<file path="src/rtl/typedefs.sv">
// Shared VeriRISC types: instruction opcode encoding.
package typedefs;

  typedef enum logic [2:0] {
    HLT = 3'd0,
    SKZ = 3'd1,
    ADD = 3'd2,
    AND = 3'd3,
    XOR = 3'd4,
    LDA = 3'd5,
    STO = 3'd6,
    JMP = 3'd7
  } opcode_t;

endpackage

</file>
<file path="src/rtl/control_seq.sv">
// VeriRISC instruction sequencer: 8-phase fetch/decode/execute ring with
// mem_ready wait states, wait timeout (bus error), sticky halt and a
// saturating retired-instruction counter.
module control_seq
  import typedefs::*;
#(
  parameter int unsigned MAX_WAIT  = 8,
  parameter int unsigned CNT_WIDTH = 16
) (
  input  logic                 clk,
  input  logic                 rst,
  input  opcode_t              opcode,
  input  logic                 zero,
  input  logic                 mem_ready,
  output logic                 mem_rd,
  output logic                 mem_wr,
  output logic                 load_ir,
  output logic                 load_ac,
  output logic                 load_pc,
  output logic                 inc_pc,
  output logic                 halt,
  output logic                 bus_err,
  output logic [2:0]           phase,
  output logic [CNT_WIDTH-1:0] instr_cnt
);

  localparam int unsigned WAIT_W = (MAX_WAIT > 1) ? $clog2(MAX_WAIT) : 1;

  typedef enum logic [2:0] {
    INST_ADDR  = 3'd0,
    INST_FETCH = 3'd1,
    INST_LOAD  = 3'd2,
    IDLE       = 3'd3,
    OP_ADDR    = 3'd4,
    OP_FETCH   = 3'd5,
    ALU_OP     = 3'd6,
    STORE      = 3'd7
  } state_t;

  state_t                r_state;
  logic                  r_halt;
  logic                  r_bus_err;
  logic [WAIT_W-1:0]     r_wait_cnt;
  logic [CNT_WIDTH-1:0]  r_instr_cnt;

  state_t                w_state_nxt;
  logic                  w_halt_nxt;
  logic                  w_bus_err_nxt;
  logic [WAIT_W-1:0]     w_wait_nxt;
  logic [CNT_WIDTH-1:0]  w_cnt_nxt;
  logic                  w_stall;
  logic                  w_aluop;
  logic                  w_mem_rd;
  logic                  w_mem_wr;
  logic                  w_load_ir;
  logic                  w_load_ac;
  logic                  w_load_pc;
  logic                  w_inc_pc;

  // Opcodes that read an operand from memory and load the accumulator.
  assign w_aluop = (opcode == ADD) || (opcode == AND) ||
                   (opcode == XOR) || (opcode == LDA);

  // State, sticky flags, wait counter and retired counter; all cleared by rst.
  always_ff @(posedge clk or posedge rst) begin
    if (rst) begin
      r_state     <= INST_ADDR;
      r_halt      <= 1'b0;
      r_bus_err   <= 1'b0;
      r_wait_cnt  <= '0;
      r_instr_cnt <= '0;
    end else begin
      r_state     <= w_state_nxt;
      r_halt      <= w_halt_nxt;
      r_bus_err   <= w_bus_err_nxt;
      r_wait_cnt  <= w_wait_nxt;
      r_instr_cnt <= w_cnt_nxt;
    end
  end

  // Next-state, wait/halt handling and per-state strobe decode.
  always_comb begin
    w_state_nxt   = r_state;
    w_halt_nxt    = r_halt;
    w_bus_err_nxt = r_bus_err;
    w_wait_nxt    = r_wait_cnt;
    w_cnt_nxt     = r_instr_cnt;
    w_stall       = 1'b0;
    w_mem_rd      = 1'b0;
    w_mem_wr      = 1'b0;
    w_load_ir     = 1'b0;
    w_load_ac     = 1'b0;
    w_load_pc     = 1'b0;
    w_inc_pc      = 1'b0;

    if (!r_halt) begin
      unique case (r_state)
        INST_ADDR: begin
          w_state_nxt = INST_FETCH;
        end
        INST_FETCH: begin
          w_mem_rd    = 1'b1;
          w_stall     = !mem_ready;
          w_state_nxt = INST_LOAD;
        end
        INST_LOAD: begin
          w_mem_rd    = 1'b1;
          w_load_ir   = 1'b1;
          w_state_nxt = IDLE;
        end
        IDLE: begin
          w_mem_rd    = 1'b1;
          w_load_ir   = 1'b1;
          w_state_nxt = OP_ADDR;
        end
        OP_ADDR: begin
          // HLT freezes here without advancing the PC.
          if (opcode == HLT) begin
            w_halt_nxt = 1'b1;
          end else begin
            w_inc_pc    = 1'b1;
            w_state_nxt = OP_FETCH;
          end
        end
        OP_FETCH: begin
          w_mem_rd    = w_aluop;
          w_stall     = w_aluop && !mem_ready;
          w_state_nxt = ALU_OP;
        end
        ALU_OP: begin
          w_mem_rd    = w_aluop;
          w_load_ac   = w_aluop;
          w_inc_pc    = (opcode == SKZ) && zero;
          w_load_pc   = (opcode == JMP);
          w_state_nxt = STORE;
        end
        STORE: begin
          w_mem_rd    = w_aluop;
          w_load_ac   = w_aluop;
          w_load_pc   = (opcode == JMP);
          w_inc_pc    = (opcode == JMP);
          w_mem_wr    = (opcode == STO);
          w_stall     = (opcode == STO) && !mem_ready;
          w_state_nxt = INST_ADDR;
        end
      endcase

      if (w_stall) begin
        // Hold the state; the last permitted stall raises bus error and halt.
        w_state_nxt = r_state;
        if (r_wait_cnt == WAIT_W'(MAX_WAIT - 1)) begin
          w_bus_err_nxt = 1'b1;
          w_halt_nxt    = 1'b1;
        end else begin
          w_wait_nxt = r_wait_cnt + WAIT_W'(1);
        end
      end else begin
        w_wait_nxt = '0;
        if ((r_state == STORE) && !(&r_instr_cnt)) begin
          w_cnt_nxt = r_instr_cnt + CNT_WIDTH'(1);
        end
      end
    end
  end

  assign mem_rd    = w_mem_rd;
  assign mem_wr    = w_mem_wr;
  assign load_ir   = w_load_ir;
  assign load_ac   = w_load_ac;
  assign load_pc   = w_load_pc;
  assign inc_pc    = w_inc_pc;
  assign halt      = r_halt;
  assign bus_err   = r_bus_err;
  assign phase     = r_state;
  assign instr_cnt = r_instr_cnt;

endmodule

</file>
<file path="config.mk">
export PLATFORM = sky130hd
export DESIGN_NAME = control_seq
export DESIGN_NICKNAME = d
export VERILOG_FILES = /design/src/rtl/typedefs.sv /design/src/rtl/control_seq.sv
export SDC_FILE = /design/constraint.sdc
export NUM_CORES = 1
export LEC_CHECK = 0
export BUFFER_PORTS_ARGS = -buffer_cell sky130_fd_sc_hd__buf_2
export CAP_MARGIN = 25
export CORE_MARGIN = 5
export CORE_UTILIZATION = 53
export CTS_CLUSTER_DIAMETER = 50
export DETAILED_ROUTE_END_ITERATION = 10
export GPL_TIMING_DRIVEN = 1
export HOLD_SLACK_MARGIN = 0.15
export PLACE_DENSITY_LB_ADDON = 0.15
export SYNTH_ARGS = -nofsm -noshare
export SYNTH_HDL_FRONTEND = slang
export SYNTH_SLANG_ARGS = --single-unit
</file>
<file path="constraint.sdc">
create_clock -name clk -period 2 [get_ports clk]
set_input_delay 0.3 -clock clk [delete_from_list [all_inputs] [get_ports clk]]
set_output_delay 0.3 -clock clk [all_outputs]
set_load 0.02 [all_outputs]
</file>
==> reports/metrics.csv <==
metric,value,unit
slew_viol_final,0,
timing_hold_violations_final,0,
max_freq,518.7,MHz
status,"complete, no violations",
antenna_found_initial,0,
fin_util,68.42,%
vdd.ir_drop.worst,0.0005823,V
drive_gt1_share,36.36,%
critPathCaptureType,register,
clkLatencyLatePin,0.31,ns
wl,3640,um
worst_pin_slew,0.4421,ns
synth_top_area_cell,dfrtp_1,
finClkSkew,0.01765,ns
core,2758,sq um
via_per_inst,5.869,
yosysWarnings,0,
gp_congestion,0.8024,
num_rows,19,
antenna_left,0,
synthDistinctLibCells,45,
clkTransAtPathRegs,0.11,ns
htree_levels,1,
antenna_cells,0,
grt_max_degree,25,
crit_arrival,2.13,ns
die_h,63.45,um
synthFlopType,dfrtp_1,
start_kind,register,
clock_path_buffers,2,
synthAdderAreaFrac,6.612,%
ys_seq_area_share,39.67,%
grt.total_usage,18.43,%
powerDensity,984.0,nW/um^2
yosys.area_share.simple,28.26,%
synth_top_area_share,39.67,%
slew_headroom,69.77,%
dr.pass1.iters,4,
synthesis.nets,165,
finalSetupViolCount,0,
syn_area,1514,sq um
synth_compound_area_share,10.33,%
fin_crit_sh,96.40,%
fill_cells,213,
drt_iter0_drc,83,
wl_per_cell,15.90,um
rsz0062_at_grt,no,
synth_top_family_by_area,simple AND/OR/NAND/NOR gates,
numCtsBuffers,3,
dieArea,4025,sq um
crit_fanout,6,
ys_ff_latch,24,
synth-xor-area-share,8.595,%
syn-instance-count,150,
grt_first_pass_wirelength,6141,um
portBuffers,33,
grt_pass1_vias,1377,
drc,0,
cts.sinks,24,
yosys-top-cells-count,"24 x dfrtp_1, 16 x nand2_1, 12 x xor2_1, 9 x nor4_1, 8 x ha_1",
num_vias,1344,
synth_area_per_cell,10.09,sq um
ios,34,
crit_required,2.20,ns
die_w,63.45,um
cts_root_buf,clkbuf_4,
area_growth,24.63,%
yosysMostFrequentCell,dfrtp_1,
critical_path_class,reg -> reg,
fin_tns_setup,0,ns
grt.overflow.total,0,
ys_async_sr_fraction,100.0,%
nets,215,
synth_mux_area_share,3.223,%
cts_tree,yes,
synth_area_leaders,"dfrtp_1 40%, xor2_1 6.9%, ha_1 6.6%, nand2_1 4.0%, nor4_1 3.7%",
min_period,1.928,ns
power_leakage,0.9386,nW
min_path_type,reg -> reg,
dpl.hpwl,2665,um
synth-edff-count,0,
maxCapViolations,0,
start_util,54.90,%
[layer usage]
metal	up-vias	part of all wire [%]	global-route usage, %
met3	6	5.0	3.908
met2	35	50	31.09
met1	650	44	23.73
li1	653	-	-
met5	-	0	0
met4	0	1.0	4.935
[where the power goes]
group	total, mW	switching [mW]	internal (mW)
clock	0.209	0.139	0.0704
sequential	0.650	0.0870	0.563
combinational	0.998	0.555	0.443
total	1.86	0.781	1.08
[what timing repair did]
item,CTS,global route
endpoints found under the setup margin,2,5
gates resized for setup,3,10
pin swaps,0,2
hold endpoints to repair,24,0
buffers inserted,4,0
hold buffers,1,0
[path summary, 6_finish.rpt]
check / start / to / slack, ns / cells after the start
setup / recovery: phase[0]$_DFFE_PP0P_ / phase[2]$_DFFE_PP0P_ / 0.07 / 6
hold / removal: bus_err$_DFFE_PP0P_ / bus_err$_DFFE_PP0P_ / 0.47 / 2
setup reg to reg: phase[0]$_DFFE_PP0P_ / phase[2]$_DFFE_PP0P_ / 0.07 / 6
hold reg to reg: bus_err$_DFFE_PP0P_ / bus_err$_DFFE_PP0P_ / 0.47 / 2
max in group asynchronous: rst / phase[1]$_DFFE_PP0P_ / 1.17 / 4
min in group asynchronous: rst / instr_cnt[7]$_DFFE_PP0P_ / 0.56 / 4
[final cells by class]
| type | count | area [sq um] | area share, % |
|---|---|---|---|
| Multi-Input combinational cell | 116 | 909.6 | 48.21 |
| Timing Repair Buffer | 49 | 287.8 | 15.25 |
| Clock buffer | 3 | 22.52 | 1.194 |
| Inverter | 6 | 25.02 | 1.326 |
| Sequential cell | 24 | 603.1 | 31.96 |
| Tap cell | 31 | 38.79 | 2.056 |
[sequential cells by signal (all words and copies together) (netlist names)]
signal / count
bus_err: 1
halt: 1
instr_cnt: 16
phase: 3
r_wait_cnt: 3
[cells in the final DEF, fill, tap and decap left out, drive strengths merged, types with 2 or more instances in the layout]
master   netlist  layout
o211ai         5       5
nand4          4       4
nor3b          5       5
nor4          11      11
dfrtp         24      24
nor2           7       7
o21ai          5       5
nand3b         2       2
inv            6       6
buf            3      48
nor3           7       7
nand2         16      16
xor2          12      12
ha             8       8
mux2           4       4
a2111oi        2       2
clkbuf         1       3
and2           2       2
xnor2          2       2
o22ai          2       2
o31ai          2       2
nand3          7       7
[kinds of logic (layout without fill, tap and decap cells)]
| kind of cell | count (synthesis) | after routing |
|---|---|---|
| AND/OR/NAND/NOR | 70 | 70 |
| flip-flops | 24 | 24 |
| AO/OA/AOI/OAI | 20 | 20 |
| XOR/XNOR | 14 | 14 |
| buffers and inverters | 10 | 58 |
| adder cells (fa/ha/maj) | 8 | 8 |
| multiplexers | 4 | 4 |
[stage by stage]
step | hold slack [ns] | instance area (sq um) | setup slack, ns | total power, mW | std cells
after global routing | 0.4940 | 1887 | 0.001827 | 1.982 | 229
after global placement | 0.3587 | 1779 | 0.1934 | 1.463 | 221
after floorplan | 0.3146 | 1520 | 0.04327 | 1.210 | 150
after detailed placement | 0.3701 | 1779 | 0.09711 | 1.500 | 221
after CTS | 0.4775 | 1857 | 0.01513 | 1.789 | 229
final | 0.4713 | 1887 | 0.07204 | 1.857 | 229
[worst max-delay path: stages (launching register included)]
cell     delay [ns]
dfrtp_2        0.47
buf_4          0.16
ha_4           0.16
or3b_1         0.17
o22ai_2        0.12
or4b_1         0.51
a22o_1         0.24
(Power assumes the default switching activity.)
